### src/rtl/calc_pkg.sv
// Shared keypad types, key-code constants and small scan helpers.
package calc_pkg;

  localparam int unsigned ROW_W     = 4;
  localparam int unsigned COL_W     = 4;
  localparam int unsigned IDX_W     = 2;
  localparam int unsigned DEB_CNT_W = 4;

  typedef enum logic [1:0] {
    ST_SCAN     = 2'd0,
    ST_DEBOUNCE = 2'd1,
    ST_HOLD     = 2'd2
  } state_t;

  typedef struct packed {
    logic [IDX_W-1:0] row_idx;
    logic [IDX_W-1:0] col_idx;
  } key_code_t;

  localparam logic [3:0] KEY_PLUS = 4'hc;
  localparam logic [3:0] KEY_1    = 4'hf;
  localparam logic [3:0] KEY_2    = 4'hd;
  localparam logic [3:0] KEY_3    = 4'he;

  // Index of the lowest-numbered active-low row line.
  function automatic logic [IDX_W-1:0] lowest_low(input logic [ROW_W-1:0] r);
    logic [IDX_W-1:0] idx;
    idx = '0;
    for (int i = int'(ROW_W) - 1; i >= 0; i--) begin
      if (!r[i]) idx = IDX_W'(i);
    end
    return idx;
  endfunction

  function automatic logic [COL_W-1:0] col_drive(input logic [IDX_W-1:0] idx);
    return ~(COL_W'(1) << idx);
  endfunction

endpackage

### src/rtl/tick_gen.sv
// Free-running prescaler: one-cycle tick every T1ms clocks, shared with the display scanner.
module tick_gen #(
  parameter int unsigned T1ms = 100000
) (
  input  logic clk,
  input  logic rst_n,
  output logic tick
);

  localparam int unsigned CNT_W = (T1ms > 1) ? $clog2(T1ms) : 1;

  logic [CNT_W-1:0] cnt;

  // tick is registered so it is high exactly while cnt == T1ms-1
  always_ff @(posedge clk) begin
    if (rst_n) begin
      cnt  <= '0;
      tick <= 1'b0;
    end else begin
      tick <= (cnt == CNT_W'(T1ms - 2));
      if (cnt == CNT_W'(T1ms - 1)) cnt <= '0;
      else                         cnt <= cnt + CNT_W'(1);
    end
  end

endmodule

### src/rtl/keypad_scan.sv
// 4x4 keypad column scanner with press/release debounce and one-shot key reporting.
module keypad_scan
  import calc_pkg::*;
#(
  parameter int unsigned T1ms  = 100000,
  parameter int unsigned DEB_N = 10
) (
  input  logic       clk,
  input  logic       rst_n,
  input  logic [3:0] row,
  output logic [3:0] col,
  output logic       key_valid,
  output logic [3:0] key_code,
  output logic       key_held
);

  logic                 tick;
  logic [ROW_W-1:0]     row_m, row_s;
  state_t               state, state_nx;
  logic [IDX_W-1:0]     col_idx, col_idx_nx;
  logic [IDX_W-1:0]     row_idx, row_idx_nx;
  logic [DEB_CNT_W-1:0] deb_cnt, deb_cnt_nx, deb_inc;
  key_code_t            code_r, code_nx;
  logic                 valid_nx, held_nx;

  tick_gen #(.T1ms(T1ms)) u_tick (
    .clk   (clk),
    .rst_n (rst_n),
    .tick  (tick)
  );

  assign key_code = code_r;

  // Row synchroniser and all FSM/output registers
  always_ff @(posedge clk) begin
    if (rst_n) begin
      row_m     <= 4'hf;
      row_s     <= 4'hf;
      state     <= ST_SCAN;
      col_idx   <= '0;
      row_idx   <= '0;
      deb_cnt   <= '0;
      code_r    <= '0;
      key_valid <= 1'b0;
      key_held  <= 1'b0;
      col       <= 4'b1110;
    end else begin
      row_m     <= row;
      row_s     <= row_m;
      state     <= state_nx;
      col_idx   <= col_idx_nx;
      row_idx   <= row_idx_nx;
      deb_cnt   <= deb_cnt_nx;
      code_r    <= code_nx;
      key_valid <= valid_nx;
      key_held  <= held_nx;
      col       <= col_drive(col_idx_nx);
    end
  end

  // Next-state logic; every decision is taken only on a scan tick
  always_comb begin
    state_nx   = state;
    col_idx_nx = col_idx;
    row_idx_nx = row_idx;
    deb_cnt_nx = deb_cnt;
    code_nx    = code_r;
    valid_nx   = 1'b0;
    held_nx    = key_held;
    deb_inc    = deb_cnt + DEB_CNT_W'(1);

    if (tick) begin
      unique case (state)
        ST_SCAN: begin
          if (row_s == 4'hf) begin
            col_idx_nx = col_idx + IDX_W'(1);
          end else begin
            row_idx_nx = lowest_low(row_s);
            deb_cnt_nx = '0;
            if (DEB_N == 1) begin
              code_nx  = {row_idx_nx, col_idx};
              valid_nx = 1'b1;
              held_nx  = 1'b1;
              state_nx = ST_HOLD;
            end else begin
              state_nx = ST_DEBOUNCE;
            end
          end
        end
        ST_DEBOUNCE: begin
          if (!row_s[row_idx]) begin
            if (deb_inc == DEB_CNT_W'(DEB_N - 1)) begin
              deb_cnt_nx = '0;
              code_nx    = {row_idx, col_idx};
              valid_nx   = 1'b1;
              held_nx    = 1'b1;
              state_nx   = ST_HOLD;
            end else begin
              deb_cnt_nx = deb_inc;
            end
          end else begin
            state_nx   = ST_SCAN;
            col_idx_nx = col_idx + IDX_W'(1);
          end
        end
        ST_HOLD: begin
          // Release needs DEB_N consecutive all-high ticks; any low line restarts the run
          if (row_s == 4'hf) begin
            if (deb_inc == DEB_CNT_W'(DEB_N)) begin
              deb_cnt_nx = '0;
              held_nx    = 1'b0;
              state_nx   = ST_SCAN;
              col_idx_nx = col_idx + IDX_W'(1);
            end else begin
              deb_cnt_nx = deb_inc;
            end
          end else begin
            deb_cnt_nx = '0;
          end
        end
        default: state_nx = ST_SCAN;
      endcase
    end
  end

endmodule

### config.mk
export PLATFORM = sky130hd
export DESIGN_NAME = keypad_scan
export DESIGN_NICKNAME = d
export VERILOG_FILES = /design/src/rtl/calc_pkg.sv /design/src/rtl/tick_gen.sv /design/src/rtl/keypad_scan.sv
export SDC_FILE = /design/constraint.sdc
export NUM_CORES = 1
export LEC_CHECK = 0
export CELL_PAD_IN_SITES_DETAIL_PLACEMENT = 1
export CELL_PAD_IN_SITES_GLOBAL_PLACEMENT = 1
export CORE_ASPECT_RATIO = 0.9
export CORE_MARGIN = 2
export CORE_UTILIZATION = 44
export DETAILED_ROUTE_END_ITERATION = 8
export PLACE_DENSITY = 0.87
export SLEW_MARGIN = 20
export SYNTH_ARGS = -nofsm -noshare
export SYNTH_HDL_FRONTEND = slang
export SYNTH_SLANG_ARGS = --single-unit
### constraint.sdc
create_clock -name clk -period 2.6 [get_ports clk]
set_input_delay 0.65 -clock clk [delete_from_list [all_inputs] [get_ports clk]]
set_output_delay 0.65 -clock clk [all_outputs]
set_load 0.03 [all_outputs]
==> impl_metrics.toml <==
[drt]
wl_met2_mm = 2.120
via_per_inst = 5.358
wl_met1_mm = 2.261
drtIter0Drc = 60
wl_met3_um = 162
top_layer_used = "met4"
drc_errors = 0
vias = 1704
dr.pass1.iters = 4
ant_nets = 0
drt_wl_total_mm = 4.599
avgRoutedWirePerCell_um = 14.46

[logic_synthesis]
yosys.cell_types.count = 49
synth_warnings = 0
synth_cells = 236
synthArstFlopShare_pct = 0
synth_top_flop_cell = "dfxtp_1"
ys_seq_area_share_pct = 43.17
synth_area_mm2 = 0.002133
synth.net_count = 252
ys_seq_elements = 46
syn-mean-instance-area_um2 = 9.039
synth_edf_count = 0

[placement]
placed_cells = 310
place.port_buffers = 15
dpl_cell_area_mm2 = 0.002354
routabilityCongestion = 0.8006
place_hpwl_mm = 3.269

[clocking]
cts_tree = "built"
ctsResizeCount = 0
post_cts_buffers = 0
path_clk_slew_ns = 0.09
clock_latency_ns = 0.30
clock_sinks = 46
cts.root.buffer_cell = "clkbuf_8"
htree_num_levels = 2
cts_buffer_depth = 2
cts_buffers = 5
cts_hold_buf = 0

[sta]
slew_headroom_pct = 62.71
setup_tns_ns = 0
slew_violations = 0
finalSetupViolCount = 0
layout_min_cycle_time_ns = 2.274
rsz0062_at_grt = "false"
max_freq_ghz = 0.4398
finalCritPeriodShare_pct = 87.45
finalHoldViolCount = 0
fin_worst_skew_ns = 0.004361
tightest_slew_ns = 0.5594

[finish]
final_common_cell = "dfxtp_1"
drive_above_1_share_pct = 8.696
layout.cells.non_filler = 318
diodes = 0
fin_area_mm2 = 0.002464
layout_common_cells = "dfxtp_1, nor2_1, nand3_1"
final_nets = 268
area_delta_synth_final_pct = 15.48

[floorplan]
num_rows = 24
die_y_um = 70.06
die_x_um = 77.40
start_util_pct = 44.96
pin_count = 16
dieArea_mm2 = 0.005422
core-area_mm2 = 0.004745

[global_routing]
antenna_found_initial = 0
grt_max_degree = 17
grt_usage_pct = 18.58
grt_pass1_vias = 1717
grt_pass1_wl_mm = 8.038
overflow = 0

[worst_hold_path]
hold_path_class = "register to register"

[power_and_ir_drop]
vdd_ir_drop_max_mv = 0.2435
leakage_uw = 0.0008976
powerDensity_mw_per_mm2 = 528.4

[job]
drv_cap = 0

[worst_setup_path]
critPathLaunchType = "register"
cp.required_ns = 2.80
crit_type = "register to register"
r2r_setup_slack_ns = 0.33
crit_arrival_ns = 2.47
crit_path_max_fanout = 7
end_kind = "register"

[outcome]
status = "completed"
-- cell families (layout without fill, tap and decap cells) --
kind of cell	Yosys count	after routing	share of synthesized area [%]
simple gates	106	106	25.98
flops	46	46	43.17
compound gates	36	36	12.14
buf+inv	16	33	2.815
xor+xnor	15	15	6.159
fa+ha+maj	10	10	5.865
mux	7	7	3.871
-- through the flow --
stage | hold slack [ns] | setup slack, ns | util (%) | power, uW
floorplan | 0.3895 | 0.5306 | - | 767.9
global placement | 0.3951 | 0.4636 | 49.60 | 786.4
detailed placement | 0.3948 | 0.3546 | 49.60 | 787.6
CTS | 0.4152 | 0.3380 | 51.93 | 1307
global route | 0.4244 | 0.1554 | 51.93 | 1350
finish | 0.4152 | 0.3263 | 51.93 | 1302
-- cell type report --
class,instances,area (um2)
well taps,65,81.33
flip-flops and latches,46,920.9
repair buffers,18,172.7
clock buffers,6,72.57
fillers,590,2281
inverters,7,26.28
clock inverters,2,37.54
multi-input cells,174,1152
-- path summary, 6_finish.rpt --
check | start | endpoint | cells past startpoint
setup / recovery | deb_cnt[0]$_SDFFE_PP0P_ | col[1]$_SDFF_PP1_ | 8
hold / removal | row_m[2]$_SDFF_PP1_ | row_s[2]$_SDFF_PP1_ | 1
setup reg to reg | deb_cnt[0]$_SDFFE_PP0P_ | col[1]$_SDFF_PP1_ | 8
hold reg to reg | row_m[2]$_SDFF_PP1_ | row_s[2]$_SDFF_PP1_ | 1
-- power by group --
group          switching, uW  internal (uW)  total [uW]
clock                    244            287         531
combinational           26.2           23.1        49.3
sequential              7.99            714         722
-- layer usage --
layer  global-route usage [%]  up-vias
met5                        0        -
met3                    3.618        5
met2                    29.37       29
li1                         -      861
met1                    24.71      809
met4                    8.135        0
-- cell usage after synthesis (2+ instances only) --
cell type  count  area share, %
dfxtp_1       46             43
nor2_1        33            5.8
nand3_1       19            4.5
nand2_1       11            1.9
ha_1          10            5.9
clkbuf_1       9            1.6
a21oi_1        8            1.9
or2_2          8            2.3
xor2_1         8            3.3
inv_1          7            1.2
nand4_1        7            2.1
xnor2_1        7            2.9
mux2i_1        6            2.8
nor3_1         5            1.2
nand2b_1       4            1.2
nand3b_1       4            1.4
and3_1         3           0.88
o21ai_0        3           0.70
o21ai_1        3           0.70
a21boi_0       2           0.70
a311oi_1       2           0.82
and2_1         2           0.59
o21a_1         2           0.70
o31ai_1        2           0.70
-- worst max-delay path, cell delays in order (launching register included) --
cell      delay (ns)
dfxtp_1         0.38
ha_1            0.30
and2_1          0.19
a21oi_1         0.23
o31ai_1         0.14
buf_4           0.16
o21ai_1         0.33
nand3b_1        0.13
a211o_1         0.31
-- sequential cells by signal, summed over array words and instances, names as in the netlist --
register     flops
u_tick.tick      1
col              4
row_idx          2
key_held         1
key_valid        1
deb_cnt          4
u_tick.cnt      17
state            2
row_s            4
key_code         4
col_idx          2
row_m            4
Power figures use the tool's default switching activity.
